`src/rtl/bounded_queue_mem.sv`:
```
// Bounded FIFO/LIFO queue on an unpacked-array memory with valid/ready ports and sticky error flags.
// Optional registered random-access peek port is enabled by defining BOUNDED_QUEUE_PEEK_EN.
module bounded_queue_mem #(
    parameter int WIDTH = 8,
    parameter int DEPTH = 11,
    localparam int CW = $clog2(DEPTH + 1)
) (
    input  logic             clk,
    input  logic             rst,
    input  logic             lifo,
    input  logic             push_valid,
    output logic             push_ready,
    input  logic [WIDTH-1:0] push_data,
    output logic             pop_valid,
    input  logic             pop_ready,
    output logic [WIDTH-1:0] pop_data,
    output logic [CW-1:0]    count,
    output logic             full,
    output logic             empty,
    output logic             overflow,
    output logic             underflow
`ifdef BOUNDED_QUEUE_PEEK_EN
    ,
    input  logic [CW-1:0]    peek_idx,
    output logic [WIDTH-1:0] peek_data,
    output logic             peek_hit
`endif
);

    localparam int AW = (DEPTH > 1) ? $clog2(DEPTH) : 1;
    localparam logic [CW-1:0] DEPTH_C = CW'(DEPTH);
    localparam logic [AW-1:0] LAST_C  = AW'(DEPTH - 1);

    logic [WIDTH-1:0] mem_r [DEPTH];
    logic [AW-1:0]    rd_ptr_r;
    logic [AW-1:0]    wr_ptr_r;
    logic [CW-1:0]    count_r;
    logic             mode_r;
    logic             overflow_r;
    logic             underflow_r;

    logic             full_s;
    logic             empty_s;
    logic             push_fire_s;
    logic             pop_fire_s;
    logic [CW-1:0]    cnt_m1_s;
    logic [AW-1:0]    top_addr_s;
    logic [AW-1:0]    head_addr_s;
    logic [AW-1:0]    wr_addr_s;
    logic [AW-1:0]    rd_ptr_nxt_s;
    logic [AW-1:0]    wr_ptr_nxt_s;

    // Status, handshake and address decode derived from registered state.
    always_comb begin
        full_s       = (count_r == DEPTH_C);
        empty_s      = (count_r == {CW{1'b0}});
        push_fire_s  = push_valid && !full_s;
        pop_fire_s   = pop_ready && !empty_s;
        cnt_m1_s     = count_r - {{(CW-1){1'b0}}, 1'b1};
        top_addr_s   = cnt_m1_s[AW-1:0];
        rd_ptr_nxt_s = (rd_ptr_r == LAST_C) ? {AW{1'b0}} : rd_ptr_r + {{(AW-1){1'b0}}, 1'b1};
        wr_ptr_nxt_s = (wr_ptr_r == LAST_C) ? {AW{1'b0}} : wr_ptr_r + {{(AW-1){1'b0}}, 1'b1};
        if (mode_r) begin
            head_addr_s = top_addr_s;
            // A simultaneous LIFO push/pop replaces the current top in place.
            if (pop_fire_s) begin
                wr_addr_s = top_addr_s;
            end else begin
                wr_addr_s = count_r[AW-1:0];
            end
        end else begin
            head_addr_s = rd_ptr_r;
            wr_addr_s   = wr_ptr_r;
        end
    end

    // Show-ahead head entry; never exposes memory while empty.
    always_comb begin
        if (empty_s) begin
            pop_data = {WIDTH{1'b0}};
        end else begin
            pop_data = mem_r[head_addr_s];
        end
    end

    assign push_ready = !full_s;
    assign pop_valid  = !empty_s;
    assign full       = full_s;
    assign empty      = empty_s;
    assign count      = count_r;
    assign overflow   = overflow_r;
    assign underflow  = underflow_r;

    // Mode, pointers, occupancy and sticky error flags.
    always_ff @(posedge clk) begin
        if (rst) begin
            mode_r      <= 1'b0;
            rd_ptr_r    <= {AW{1'b0}};
            wr_ptr_r    <= {AW{1'b0}};
            count_r     <= {CW{1'b0}};
            overflow_r  <= 1'b0;
            underflow_r <= 1'b0;
        end else begin
            if (empty_s && !push_fire_s) begin
                mode_r   <= lifo;
                rd_ptr_r <= {AW{1'b0}};
                wr_ptr_r <= {AW{1'b0}};
            end else if (!mode_r) begin
                if (push_fire_s) begin
                    wr_ptr_r <= wr_ptr_nxt_s;
                end
                if (pop_fire_s) begin
                    rd_ptr_r <= rd_ptr_nxt_s;
                end
            end
            case ({push_fire_s, pop_fire_s})
                2'b10:   count_r <= count_r + {{(CW-1){1'b0}}, 1'b1};
                2'b01:   count_r <= cnt_m1_s;
                default: count_r <= count_r;
            endcase
            if (push_valid && full_s) begin
                overflow_r <= 1'b1;
            end
            if (pop_ready && empty_s) begin
                underflow_r <= 1'b1;
            end
        end
    end

    // Storage array; contents are intentionally not reset.
    always_ff @(posedge clk) begin
        if (!rst && push_fire_s) begin
            mem_r[wr_addr_s] <= push_data;
        end
    end

`ifdef BOUNDED_QUEUE_PEEK_EN
    logic [CW:0]      peek_sum_s;
    logic [CW:0]      peek_wrap_s;
    logic [CW-1:0]    peek_lifo_s;
    logic [AW-1:0]    peek_addr_s;
    logic             peek_hit_s;
    logic [WIDTH-1:0] peek_data_r;
    logic             peek_hit_r;

    // Logical peek index to physical slot; idx < count keeps the sum below 2*DEPTH.
    always_comb begin
        peek_sum_s  = {{(CW-AW+1){1'b0}}, rd_ptr_r} + {1'b0, peek_idx};
        peek_lifo_s = cnt_m1_s - peek_idx;
        peek_hit_s  = (peek_idx < count_r);
        if (peek_sum_s >= {1'b0, DEPTH_C}) begin
            peek_wrap_s = peek_sum_s - {1'b0, DEPTH_C};
        end else begin
            peek_wrap_s = peek_sum_s;
        end
        if (mode_r) begin
            peek_addr_s = peek_lifo_s[AW-1:0];
        end else begin
            peek_addr_s = peek_wrap_s[AW-1:0];
        end
    end

    // Registered peek result, zeroed on a miss.
    always_ff @(posedge clk) begin
        if (rst) begin
            peek_data_r <= {WIDTH{1'b0}};
            peek_hit_r  <= 1'b0;
        end else begin
            peek_hit_r  <= peek_hit_s;
            peek_data_r <= peek_hit_s ? mem_r[peek_addr_s] : {WIDTH{1'b0}};
        end
    end

    assign peek_data = peek_data_r;
    assign peek_hit  = peek_hit_r;
`endif

endmodule
```
`config.mk`:
```
export PLATFORM = sky130hd
export DESIGN_NAME = bounded_queue_mem
export DESIGN_NICKNAME = d
export VERILOG_FILES = /design/src/rtl/bounded_queue_mem.sv
export SDC_FILE = /design/constraint.sdc
export NUM_CORES = 1
export LEC_CHECK = 0
export CORE_MARGIN = 2
export CORE_UTILIZATION = 59
export DETAILED_ROUTE_END_ITERATION = 6
export GPL_TIMING_DRIVEN = 0
export PLACE_DENSITY = 0.79
export SYNTH_ARGS = -nofsm -noshare
export SYNTH_HDL_FRONTEND = slang
export SYNTH_SLANG_ARGS = --single-unit
```
`constraint.sdc`:
```
create_clock -name clk -period 3.45 [get_ports clk]
set_input_delay 0.5175 -clock clk [delete_from_list [all_inputs] [get_ports clk]]
set_output_delay 0.5175 -clock clk [all_outputs]
set_load 0.01 [all_outputs]
```
* After elaboration in Yosys (flattened, before gate mapping)
Memory sizes are Yosys's and may differ from the RTL's. Cells that the tools add are included.
Cells by class: reductions and logical operators 15, bitwise gates (word level) 1, $add $sub $neg 4, mux-type cells 9, equality and inequality tests 5
Operator list (count):
- $mux W4 | 5
- $add A4 B1 Y4 const B | 3
- $eq A4 B4 Y1 const B | 3
- $mux W8 | 1
- $pmux W4 S2 | 1
- $logic_and A1 B1 Y1 | 6
- $logic_not A1 Y1 | 4
- $logic_not A4 Y1 | 1
- $reduce_and A2 Y1 | 2
- $sub A4 B1 Y4 const B | 1
- $eq A2 B1 Y1 const B | 1
- $eq A2 B2 Y1 const B | 1
- $mux W1 | 2
- $reduce_bool A2 Y1 | 1
- $reduce_or A2 Y1 | 1
- $not A1 Y1 | 1
Storage, ports and cells: output and inout bits 18, word-level logic and storage cells 41, input bits 13, memories kept 1, register bits 15, bits in writable memories 88
Memories:
- mem_r | depth 11, bits a word 8, rd ports 1, clocked after memory_dff 0, wr ports 1, line 34 | logic [WIDTH-1:0] mem_r [DEPTH];

* Depth between registers and ports, before layout
word-level depth 6, mapped depth 10, gate-level depth less buffers 9

* Worst setup path after synthesis
OpenSTA, ideal clock, no wires.
path type register to output, from reg count_r[0], in the netlist count[0], to out pop_data[3], slack 0.697 ns, arrival time 2.235 ns, buffers on the path 2, data required time 2.932 ns, cell stages (with the launch flop) 10, cell sequence dfxtp_1 -> buf_6 -> clkinv_1 -> ha_1 -> nand2b_1 -> clkbuf_1 -> and3_1 -> a211oi_1 -> o21ai_0 -> a41o_1
On the way: cells in the longest elaborated chain, start to end 4, elaborated cells between the ends (all ways) 5, classes of those cells 1 x add/sub; 2 x mux; 1 x reduce/logical; 1 x memory
Ends and longest elaborated chain:
- start: declaration | line 37 | logic [CW-1:0] count_r;
- start signal: assignment | line 100 | count_r <= {CW{1'b0}};
- start signal: assignment | line 117 | 2'b10: count_r <= count_r + {{(CW-1){1'b0}}, 1'b1};
- start signal: assignment | line 118 | 2'b01: count_r <= cnt_m1_s;
- $sub A4 B1 Y4 | line 59 | cnt_m1_s = count_r - {{(CW-1){1'b0}}, 1'b1};
- $mux W4 | line 63 | if (mode_r) begin
- $mem_v2 Z11 W8
- $mux W8 (*) | line 79 | if (empty_s) begin
- end: declaration | line 16 | output logic [WIDTH-1:0] pop_data,
Mark *: on every way between the ends. The rest lies on a longest branch, timed or not.

* Worst setup path in the final report
from reg count_r[0], in the netlist count[0], to out pop_data[7]
Same word-level chain as after synthesis.

==> out/qor.txt <==
WHS Path Cells - 2
GRT Total Usage - 27.2%
CP endpoint kind - output pin
RSZ-0062 raised after global routing - no
layout cells sized above 1 - 13.1%
Sw Ratio - 37.4%
num ports - 31
Synth Area in Compound Gates - 15.7%
Synth Warn # - 0
Placed Instances - 550
DR WL/cell - 20.9 microns
Pre-antenna DRT Iters - 5
antenna cell count - 0
DP HPWL - 7920 microns
vias in the first global route - 3496
Max Slew Vio Count - 0
worst-margin pin slew - 1010 ps
multiplexer area fraction after synthesis - 4.16%
grt total ovfl - 0
ANT nets after route - 0
crit share post-route - 97.8%
critical path arrival - 2860 ps
Gate power share - 42.3%
largest fanout on the critical path - 10
clock latency on the worst-skew pair - 380 ps
vias - 3679
FMAX - 296 MHz
multi-input logic area - 1840 sq um
Register Area - 2950 sq um
Main synth FF type - edfxtp_1
synth-to-layout area growth - 15.5%
type of the most critical hold path - reg2reg
DP Area - 5330 sq um
crit path kind - reg2out
adder-cell share of the synthesized area - 1.02%
Pint - 2.47 mW
Setup crit start kind - flip-flop
CTS Hold Bufs - 0
cell count after synthesis - 415
design area - 5660 sq um
leakage power - 1.90 nW
cts bufs inserted - 9
largest net degree at the start of global routing - 20
Post-Layout Cell Count - 571
Power Total - 3.94 mW
Post-Syn Area per Cell - 11.8 sq um
total power per unit cell area - 695 nW/um^2
Post-synth EDFFs - 88
Slew HR - 32.4%
Setup-failing EPs final - 0
Buffers on Ports - 30
synthesized area - 4900 sq um
TritonCTS clock tree - built
pre-CTS setup slack - -387 ps
combinational family with the most area after synthesis - compound AO/OA/AOI/OAI gates
Nets - 478
CTS root buffer - clkbuf_8
Die H - 95.1 microns
vias per cell - 6.44
max-cap viol count - 0
Data required, critical path - 2930 ps
post-synthesis sequential area ratio - 60.1%
DRC Markers - 0
maximum buffer depth of the clock tree - 2
crit path time final - 3370 ps
most frequent cells in the layout - edfxtp_1, nor2_1, a21oi_1, o21ai_0, nand2_1
worst setup margin - 77.1 ps
FP Rows - 33
syn_nets - 432
first-pass GRT wire length - 17900 microns
Post-Synth XOR/XNOR Area - 1.43%
chip width - 95.1 microns
Clk pwr share - 20.3%
synthesized flop and latch total - 103
initial antenna violation count - 0
setup_tns - 0 ps
Final Wtd Congestion - 0.881
VDD IR-drop max - 0.000377 V
Fin Clk Skew - 12.2 ps
outcome - completed
Fin. Hold Viols - 0
Sw Pwr - 1.47 mW
DIE AREA - 9050 sq um
async set-reset flop share out of synthesis - 0%
Simple-Gate Fraction of Synth Area - 13.6%
Initial Utilization - 60.2%
clk sinks - 103
Netlist cell types - 52
Core Region - 8130 sq um
Flop pwr share - 37.4%
clock-pin transition on the worst setup and hold timing paths - 100 ps
Detailed Route Iter0 Violations - 342
CTS H-tree lvls - 3
commonest non-fill, non-tap cell in the layout - edfxtp_1
WL final - 12000 microns
R2R depth - 8
FILL cells - 584
[routing by layer]
metal | global-route usage, % | up-vias | share of wire, %
li1 | - | 1663 | -
met1 | 34.1 | 1811 | 42
met2 | 46.0 | 172 | 49
met3 | 5.53 | 33 | 6.1
met4 | 12.0 | 0 | 3.0
met5 | 0 | - | 0
[final cells by class]
class	instances	area share [%]
inverter	9	0.685
tap	105	2.32
timing repair buffer	36	5.88
sequential	103	52.0
multi-input combinational	279	32.4
buffer	23	2.87
clock buffer	9	2.19
clock inverter	7	1.59
[power by group through the flow]
| stage | logic, mW | clock network, mW | registers, mW |
|---|---|---|---|
| floorplan | 1.03 | 0 | 1.49 |
| global placement | 1.54 | 0 | 1.49 |
| detailed placement | 1.58 | 0 | 1.49 |
| CTS | 1.63 | 0.809 | 1.47 |
| global route | 1.78 | 0.851 | 1.48 |
| finish | 1.66 | 0.801 | 1.47 |
[state kept, by name, summed over array words and instances, names as in the netlist]
register   cells
count          4
rd_ptr_r       4
mem_r         88
wr_ptr_r       4
underflow      1
mode_r         1
overflow       1
[synth_stat cells (3+ instances only)]
master | n | area [sq um]
o21ai_0 | 34 | 170
edfxtp_1 | 88 | 2640
ha_1 | 4 | 50.1
xor2_1 | 5 | 43.8
buf_2 | 8 | 40.0
dfxtp_1 | 15 | 300
a31oi_1 | 16 | 100
nand3_1 | 18 | 90.1
a211oi_1 | 3 | 22.5
a21o_1 | 3 | 22.5
nand2_1 | 28 | 105
nor3_1 | 3 | 15.0
buf_6 | 8 | 90.1
xnor2_1 | 3 | 26.3
and3_1 | 3 | 18.8
clkbuf_1 | 8 | 30.0
a22o_1 | 7 | 61.3
nor2_1 | 36 | 135
o22a_1 | 7 | 61.3
nand2b_1 | 11 | 68.8
a32oi_1 | 4 | 35.0
a221oi_1 | 7 | 61.3
mux2i_1 | 19 | 190
nor2b_1 | 5 | 31.3
a21oi_1 | 30 | 150
inv_1 | 8 | 30.0
[metrics by stage]
| stage | util [%] | hold WS [ps] |
|---|---|---|
| global placement | 65.5 | 452 |
| detailed placement | 65.5 | 467 |
| finish | 69.6 | 499 |
| global route | 69.6 | 532 |
| CTS | 69.5 | 491 |
| floorplan | - | 458 |
[kinds of logic (layout without fill, tap and decap cells)]
kind of cell / after synthesis / count (layout)
and+or+nand+nor: 126 / 126
AOI/OAI and AO/OA: 121 / 121
DFF: 103 / 103
buffers and inverters: 33 / 84
muxes: 20 / 20
xor gates and xnor gates: 8 / 8
adders and majority gates: 4 / 4
[worst max-delay path, cell delays in order (launching register included)]
cell             delay [ps]
dfxtp_2                 370
buf_6                   160
clkinv_4                130
ha_4                    330
nor2b_1                  60
buf_6                   140
buf_4                   160
a22o_1                  220
a221oi_1                250
o21ai_1                 170
a31oi_1                 230
clkdlybuf4s15_1         260
[path summary, 6_finish.rpt]
path | from | end | slack [ps]
max | count[0] | pop_data[7] | 80
min | underflow | underflow | 500
max reg2reg | count[0] | mem_r[6][4] | 480
min reg2reg | underflow | underflow | 500
[timing repair]
action / 4_1_cts / 5_1_grt
setup buffers: 6 / 0
pin swaps: 3 / 1
resized for setup: 27 / 6
endpoints found under the setup margin: 8 / 4
No activity file was read; power rests on OpenSTA's default activity.
